**config.mk**
```make
export PLATFORM = sky130hd
export DESIGN_NAME = mer_meas_ctrl
export DESIGN_NICKNAME = d
export VERILOG_FILES = /design/src/rtl/mer_meas_ctrl.sv
export SDC_FILE = /design/constraint.sdc
export NUM_CORES = 1
export LEC_CHECK = 0
export CORE_UTILIZATION = 45
export DETAILED_ROUTE_END_ITERATION = 7
export DONT_BUFFER_PORTS = 1
export GPL_ROUTABILITY_DRIVEN = 1
export PLACE_DENSITY = 0.65
export REMOVE_ABC_BUFFERS = 1
export SLEW_MARGIN = 30
export SYNTH_ARGS = -nofsm -noshare
export SYNTH_HDL_FRONTEND = slang
export SYNTH_SLANG_ARGS = --single-unit
```
**constraint.sdc**
```tcl
create_clock -name clk -period 9.6 [get_ports clk]
set_clock_uncertainty 0.15 [all_clocks]
set_input_delay 1.44 -clock clk [delete_from_list [all_inputs] [get_ports clk]]
set_output_delay 1.44 -clock clk [all_outputs]
set_load 0.02 [all_outputs]
```
**src/rtl/mer_meas_ctrl.sv**
```systemverilog
// MER measurement sequencer: clears the datapath, skips the pipeline-fill symbols,
// then accumulates squared slicer error and symbol-error counts per 2^WINDOW_LOG2 window.
module mer_meas_ctrl #(
  parameter int WINDOW_LOG2 = 10,
  parameter int SETTLE_SYMS = 4
) (
  input  logic                     clk,
  input  logic                     reset,
  input  logic                     sym_clk_en,
  input  logic                     start,
  input  logic                     abort,
  input  logic                     continuous,
  input  logic signed [17:0]       error,
  input  logic                     sym_error,
  input  logic                     result_ack,
  output logic                     clear_accum,
  output logic                     busy,
  output logic                     result_valid,
  output logic [17+WINDOW_LOG2:0]  err_sq_sum,
  output logic [WINDOW_LOG2:0]     err_count,
  output logic                     overrun
);

  localparam int ACC_W = 18 + WINDOW_LOG2;
  localparam int CNT_W = WINDOW_LOG2 + 1;
  localparam logic [8:0] SETTLE_LAST = 9'(SETTLE_SYMS);

  typedef enum logic [1:0] {ST_IDLE, ST_SETTLE, ST_MEASURE} state_t;

  state_t                 state_q, state_d;
  logic [7:0]             settle_cnt_q, settle_cnt_d;
  logic [WINDOW_LOG2-1:0] sym_idx_q, sym_idx_d;
  logic [ACC_W-1:0]       acc_q, acc_d;
  logic [CNT_W-1:0]       cnt_q, cnt_d;
  logic                   clear_q, clear_d;
  logic                   valid_q, valid_d;
  logic [ACC_W-1:0]       sum_q, sum_d;
  logic [CNT_W-1:0]       count_q, count_d;
  logic                   overrun_q, overrun_d;

  // Square is never negative; bits [34:17] give the 1s17 square rescaled to 18 bits.
  logic signed [35:0] prod;
  logic [17:0]        sq;
  logic               unused_prod_bits;
  assign prod             = error * error;
  assign sq               = prod[34:17];
  assign unused_prod_bits = &{1'b0, prod[35], prod[16:0]};

  logic [8:0] settle_inc;
  logic       last_sym;
  assign settle_inc = {1'b0, settle_cnt_q} + 9'd1;
  assign last_sym   = (sym_idx_q == {WINDOW_LOG2{1'b1}});

  always_comb begin
    state_d      = state_q;
    settle_cnt_d = settle_cnt_q;
    sym_idx_d    = sym_idx_q;
    acc_d        = acc_q;
    cnt_d        = cnt_q;
    clear_d      = 1'b0;
    valid_d      = valid_q;
    sum_d        = sum_q;
    count_d      = count_q;
    overrun_d    = overrun_q;

    if (valid_q && result_ack) begin
      valid_d = 1'b0;
    end

    case (state_q)
      ST_IDLE: begin
        if (start && !abort) begin
          clear_d   = 1'b1;
          overrun_d = 1'b0;
          state_d   = (SETTLE_SYMS == 0) ? ST_MEASURE : ST_SETTLE;
        end
      end
      ST_SETTLE: begin
        if (abort) begin
          state_d      = ST_IDLE;
          settle_cnt_d = '0;
        end else if (sym_clk_en) begin
          if (settle_inc == SETTLE_LAST) begin
            state_d      = ST_MEASURE;
            settle_cnt_d = '0;
          end else begin
            settle_cnt_d = settle_inc[7:0];
          end
        end
      end
      ST_MEASURE: begin
        if (abort) begin
          state_d   = ST_IDLE;
          acc_d     = '0;
          cnt_d     = '0;
          sym_idx_d = '0;
        end else if (sym_clk_en) begin
          if (last_sym) begin
            // Result includes the final symbol; an ack in the same cycle is superseded.
            sum_d     = acc_q + ACC_W'(sq);
            count_d   = cnt_q + CNT_W'(sym_error);
            valid_d   = 1'b1;
            overrun_d = overrun_q | (valid_q & ~result_ack);
            acc_d     = '0;
            cnt_d     = '0;
            sym_idx_d = '0;
            if (continuous) begin
              clear_d = 1'b1;
            end else begin
              state_d = ST_IDLE;
            end
          end else begin
            acc_d     = acc_q + ACC_W'(sq);
            cnt_d     = cnt_q + CNT_W'(sym_error);
            sym_idx_d = sym_idx_q + 1'b1;
          end
        end
      end
      default: state_d = ST_IDLE;
    endcase
  end

  always_ff @(posedge clk) begin
    if (!reset) begin
      state_q      <= ST_IDLE;
      settle_cnt_q <= '0;
      sym_idx_q    <= '0;
      acc_q        <= '0;
      cnt_q        <= '0;
      clear_q      <= 1'b0;
      valid_q      <= 1'b0;
      sum_q        <= '0;
      count_q      <= '0;
      overrun_q    <= 1'b0;
    end else begin
      state_q      <= state_d;
      settle_cnt_q <= settle_cnt_d;
      sym_idx_q    <= sym_idx_d;
      acc_q        <= acc_d;
      cnt_q        <= cnt_d;
      clear_q      <= clear_d;
      valid_q      <= valid_d;
      sum_q        <= sum_d;
      count_q      <= count_d;
      overrun_q    <= overrun_d;
    end
  end

  assign clear_accum  = clear_q;
  assign busy         = (state_q != ST_IDLE);
  assign result_valid = valid_q;
  assign err_sq_sum   = sum_q;
  assign err_count    = count_q;
  assign overrun      = overrun_q;

endmodule

```
Yosys cells after proc, flatten, opt, wreduce, memory -nomap -nowiden. Cells that the tools add are included.

Input bits: 26. Flip-flop bits (word level): 101. Output and inout bits: 43.

Add/subtract/negate cells: 4. Eq/ne operators: 13. Multipliers: 1. Mux-type cells: 37. Bitwise gates (word level): 4. Reduce and logical (&&, ||, !) cells: 12.

Operator list (count): $mux W28 (3); $mul A18 B18 Y35 (1); $mux W11 (3); $mux W10 (3); $add A28 B18 Y28 (1); $mux W8 (3); $mux W2 (8); $ne A3 B3 Y1 const B (5); $mux W1 (14); $add A11 B1 Y11 (1); $add A10 B1 Y10 const B (1); $eq A10 B10 Y1 const B (1); $add A8 B1 Y9 const B (1); $eq A9 B3 Y1 const B (1); $ne A2 B2 Y1 const B (4); $pmux W2 S3 (1); $reduce_and A6 Y1 (1); $reduce_bool A2 Y1 (3); $reduce_and A5 Y1 (1); $pmux W1 S2 (2); $reduce_and A2 Y1 (2); $reduce_and A4 Y1 (1); $eq A2 B1 Y1 const B (1); $eq A2 B2 Y1 const B (1); 6 further kinds (8).

Logic depth before layout (Yosys ltp).
Depth after elaboration: 7. Depth in mapped cells: 35. Gate-level depth less buffers: 34.

Least setup slack after synthesis. No wires, ideal clock.

Path kind: input port to flip-flop. From: input error[0]. To: register acc_q[27]. Setup slack: 525 ps. Data required time: 9376 ps. Data arrival time: 8851 ps. Stages on the path: 31. Buffers on the path: 2. Path through: clkbuf_1 > clkbuf_1 > nand2_1 > inv_1 > fa_1 > fa_1 > ha_1 > inv_1 > fa_1 > inv_1 > fa_1 > inv_1 > fa_1 > inv_1 > ha_1 > nand2_1 > nor2_1 > and2_1 > a22o_1 > o311ai_1 > nand2_1 > a211oi_1 > xnor2_1 > ha_1 > o211a_1 > and3_1 > nand3_1 > nor3_1 > o211ai_2 > or3_1 > o21ai_0.

Word-level cells in the longest chain between the ends: 5.

Ends and longest elaborated chain: start: declaration (line 13) `input logic signed [17:0] error,`; $mul A18 B18 Y35 (line 45) `assign prod = error * error;`; $add A28 B18 Y28 (line 113) `acc_d = acc_q + ACC_W'(sq);`; $mux W28 (line 98) `if (last_sym) begin`; $mux W28 (line 97) `end else if (sym_clk_en) begin`; $mux W28 (line 92) `if (abort) begin`; end signal: assignment (line 128) `acc_q <= '0;`; end signal: assignment (line 139) `acc_q <= acc_d;`; end: declaration (line 33) `logic [ACC_W-1:0] acc_q, acc_d;`.

Every way passes these cells. The select of a mux whose other input is x is not followed. A chain may end at the register's enable or synchronous reset.

Worst setup path in the final report.
From: input error[17]. To: register acc_q[27].

Same word-level chain as after synthesis.

==> flow_results.org <==
** Global routing
- Entering global routing, the biggest net connects 56 pins.
- The via count of the first global-routing pass came to roughly 11,000.
- After global routing the overflow that remains totals 0.
- Overall track demand over capacity in global routing :: 0.203
- The number of antenna violations at the first check in global routing came to 0.
- Global-route wire length before repair :: between 50,000 and 60,000 um

** CTS
- TritonCTS built the clock tree.
- Hold-fix buffer count after cts :: 0
- After clock tree synthesis, the clock-pin slew on the worst setup and hold paths is 0.07 ns.
- Count of H-tree levels built during CTS :: 3
- Maximum number of buffers from clock root to sink :: 2
- Post CTS Setup Buffer Count :: 0
- Clock latency on the worst-skew pair, taken at its later pin, is roughly 0.35 ns.
- Number of buffers created by CTS :: 9
- Clock root buffer master :: sky130_fd_sc_hd__clkbuf_16
- TritonCTS Sinks :: 101
- CTS-repair resized insts :: 0

** Timing
- The number of max-slew violations in the final report is 0.
- Rel. slew slack :: 0.390
- RSZ-0062 raised after global routing :: no
- Worst Tran Pin Value :: 0.912 ns
- In the finished design, the share of the clock period the worst path needs comes to 0.956.
- The final hold violation count was 0.
- For the final routed database, the setup TNS stands at 0 ns.
- The worst path meets setup with 0.425 ns of slack.
- Setup violations remaining at the end of the flow were counted as 0.
- The smallest clock period supported by the final layout is computed as slightly above 9 ns.
- Fmax :: 0.109 GHz

** Synth
- Async set-or-reset flop fraction in the synthesized netlist :: 0
- Count of unique library cells instantiated by Yosys :: between 60 and 70
- Synthesis handed over a netlist of between 1,500 and 2,000 instances.
- Seq/Total Area, Yosys :: 0.131
- FF+latch count, synth :: roughly 100
- Mean instance size in the synthesized netlist :: 8.86 um2
- In this run the cell area of the synthesized design comes to 15,400 um2.
- Count of flip-flops with a built-in enable after synthesis :: 0
- Yosys printed 0 warnings.
- Among all flip-flop cells after synthesis, the most frequent one is sky130_fd_sc_hd__dfxtp_1.

** Floorplanning
- Die span in y :: 187 um
- Width of the chip :: 187 um
- Initial core utilization :: 0.458
- Ports :: 69
- The die covers ~35,000 um2.
- After floorplanning, the core was sized to cover 33,600 um2.
- Row generation in the floorplan step produced 67 rows.

** Min path
- Class of the tightest hold or removal check :: register to register

** Routing
- The detailed router placed 10,900 vias in this run.
- Drt total wl :: 33,400 um
- Post-DR wirelength/cell :: 15.5 um
- The first TritonRoute pass finished after 5 iterations.
- Remaining DRCs :: 0
- Initial DRC count :: ~490
- Detail Route Antenna Nets :: 0
- Using the TritonRoute via totals, the vias-per-cell ratio works out to 5.06.

** Placed design
- Half-perimeter wire length after detailed placement :: 27,400 um
- Summing all placed instances gives a cell area of 15,800 um2.
- Port bufs :: 0
- OpenSTA, run right after detailed placement, puts the worst setup slack at 0.126 ns.
- Routability congestion estimate from global placement :: roughly 0.90

** Setup path
- Tracing the worst setup path back leads to its startpoint at error[17].
- For the worst setup path, the data required time is 9.72 ns.
- Critical path peak fanout :: 35
- R2r startpoint :: acc_q[0]
- R2r worst-path depth :: 12
- Setup slack on the worst reg-to-reg path comes out at 6.46 ns.
- Critical path class :: primary input to register
- The largest individual stage delay along the critical path comes from the cell sky130_fd_sc_hd__fa_1.
- STA classifies the critical path startpoint as a primary input.
- Termination of the worst setup path :: acc_q[27]
- Dominant cell type by count on the critical path :: sky130_fd_sc_hd__fa_1
- The endpoint identified for the worst register-to-register timing path is err_sq_sum[26].
- Worst setup EP type :: register
- In this design, the stage delay of the slowest critical-path cell is ~0.66 ns.
- Data arrives at the worst endpoint at between 9 and 10 ns.

** Cells and area
- Final design instance area without fill :: roughly 16,000 um2
- Layout cell share with drive strength beyond 1 :: 0.0240
- The repair_antennas step left the layout with diodes totalling 0.
- NumNets Final :: about 2,100
- Compared with the post-synthesis result, the final layout area differs by 4.92%.

** Flow run
- Count of max-cap constraint violations :: 0

** Outcome
- The run finished with clean final reports.
how the worst min path moves through the flow:
stage | from | to | slack, ns | cells after the start
after CTS | cnt_q[0] | cnt_q[0] | 0.32 | 2
after floorplan | acc_q[11] | acc_q[11] | 0.28 | 2
after global routing | cnt_q[0] | cnt_q[0] | 0.34 | 2
after global placement | cnt_q[0] | cnt_q[0] | 0.30 | 2
after detailed placement | cnt_q[0] | cnt_q[0] | 0.31 | 2
final | cnt_q[0] | cnt_q[0] | 0.31 | 2
registers in the layout (all words and copies together) (netlist names):
register      cells
overrun           1
err_sq_sum       28
acc_q            28
result_valid      1
err_count        11
clear_accum       1
sym_idx_q        10
state_q           2
settle_cnt_q      8
cnt_q            11
routing by layer:
layer | vias up | wire (um) | GRT usage
met5 | - | 0 | 0
met1 | 5394 | 15100 | 0.279
met2 | 220 | 16100 | 0.339
met3 | 35 | 1580 | 0.0283
met4 | 0 | 612 | 0.0476
li1 | 5252 | - | -
area by class of cell:
| cell class | count | area [um2] |
|---|---|---|
| clock buffer | 10 | 229 |
| clock inverter | 6 | 96.3 |
| fill | 3193 | 17500 |
| inverter | 410 | 1540 |
| multi-input combinational | 1170 | 11600 |
| sequential | 101 | 2020 |
| tap | 448 | 561 |
| timing repair buffer | 9 | 67.6 |
cell usage in the layout, fill, tap and decap left out, types with 4 or more instances in the layout:
master	n
sky130_fd_sc_hd__clkbuf_16	9
sky130_fd_sc_hd__a21oi_1	68
sky130_fd_sc_hd__a31oi_1	4
sky130_fd_sc_hd__a22oi_1	10
sky130_fd_sc_hd__o21ai_0	29
sky130_fd_sc_hd__xnor2_1	46
sky130_fd_sc_hd__dfxtp_1	101
sky130_fd_sc_hd__and2_1	44
sky130_fd_sc_hd__fa_1	292
sky130_fd_sc_hd__and3_1	10
sky130_fd_sc_hd__buf_4	9
sky130_fd_sc_hd__nand3_1	22
sky130_fd_sc_hd__nor2_1	118
sky130_fd_sc_hd__or2_2	4
sky130_fd_sc_hd__a21o_1	16
sky130_fd_sc_hd__ha_1	123
sky130_fd_sc_hd__o21a_1	9
sky130_fd_sc_hd__a211oi_1	19
sky130_fd_sc_hd__inv_1	409
sky130_fd_sc_hd__o22ai_1	5
sky130_fd_sc_hd__nor2b_1	18
sky130_fd_sc_hd__or3_1	9
sky130_fd_sc_hd__o311a_1	4
sky130_fd_sc_hd__xor2_1	27
sky130_fd_sc_hd__nand2_1	188
sky130_fd_sc_hd__nand2b_1	10
sky130_fd_sc_hd__nor3_1	17
sky130_fd_sc_hd__nand4_1	10
sky130_fd_sc_hd__nor3b_1	6
stage by stage:
| stage | cells | util | hold slack, ns |
|---|---|---|---|
| floorplan | 1681 | - | 0.282 |
| global placement | 2138 | 0.471 | 0.295 |
| detailed placement | 2138 | 0.471 | 0.306 |
| CTS | 2154 | 0.480 | 0.317 |
| global route | 2154 | 0.481 | 0.335 |
| finish | 2154 | 0.481 | 0.315 |
critical path, delay by kind of cell:
kind	cells	cell delay, ns
compound gates	8	1.89
simple gates	7	1.48
fa+ha+maj	8	3.93
xor+xnor	1	0.15
buf+inv	5	0.39
synthesized netlist by cell type, types with 3 or more instances:
master	count	area (um2)
sky130_fd_sc_hd__a211oi_1	19	143
sky130_fd_sc_hd__a21o_1	16	120
sky130_fd_sc_hd__a21oi_1	68	340
sky130_fd_sc_hd__a22o_1	3	26.3
sky130_fd_sc_hd__a22oi_1	10	75.1
sky130_fd_sc_hd__a311oi_1	3	26.3
sky130_fd_sc_hd__a31oi_1	4	25.0
sky130_fd_sc_hd__and2_1	44	275
sky130_fd_sc_hd__and3_1	10	62.6
sky130_fd_sc_hd__clkbuf_1	55	206
sky130_fd_sc_hd__dfxtp_1	101	2020
sky130_fd_sc_hd__fa_1	292	5850
sky130_fd_sc_hd__ha_1	123	1540
sky130_fd_sc_hd__inv_1	409	1540
sky130_fd_sc_hd__nand2_1	188	706
sky130_fd_sc_hd__nand2b_1	10	62.6
sky130_fd_sc_hd__nand3_1	22	110
sky130_fd_sc_hd__nand4_1	10	62.6
sky130_fd_sc_hd__nor2_1	120	450
sky130_fd_sc_hd__nor2b_1	18	113
sky130_fd_sc_hd__nor3_1	17	85.1
sky130_fd_sc_hd__nor3b_1	6	45.0
sky130_fd_sc_hd__o211ai_2	3	37.5
sky130_fd_sc_hd__o21a_1	9	67.6
sky130_fd_sc_hd__o21ai_0	30	150
sky130_fd_sc_hd__o21bai_1	3	22.5
sky130_fd_sc_hd__o22ai_1	5	31.3
sky130_fd_sc_hd__o311a_1	4	40.0
sky130_fd_sc_hd__o31ai_1	3	22.5
sky130_fd_sc_hd__or2_2	4	25.0
sky130_fd_sc_hd__or3_1	9	56.3
sky130_fd_sc_hd__xnor2_1	46	403
sky130_fd_sc_hd__xor2_1	27	236
logic make-up (layout without fill, tap and decap cells):
| group | Yosys count | in the layout | synth area share |
|---|---|---|---|
| AOI/OAI and AO/OA | 210 | 210 | 0.0920 |
| adders and majority gates | 415 | 415 | 0.479 |
| and+or+nand+nor | 470 | 470 | 0.140 |
| buffers and inverters | 468 | 435 | 0.114 |
| xor gates and xnor gates | 73 | 73 | 0.0415 |
| DFF | 101 | 101 | 0.131 |
| muxes | 2 | 2 | 0.00138 |
Power is not shown: default switching activity piles up to over one toggle a cycle in this logic, so the estimate is an artifact.
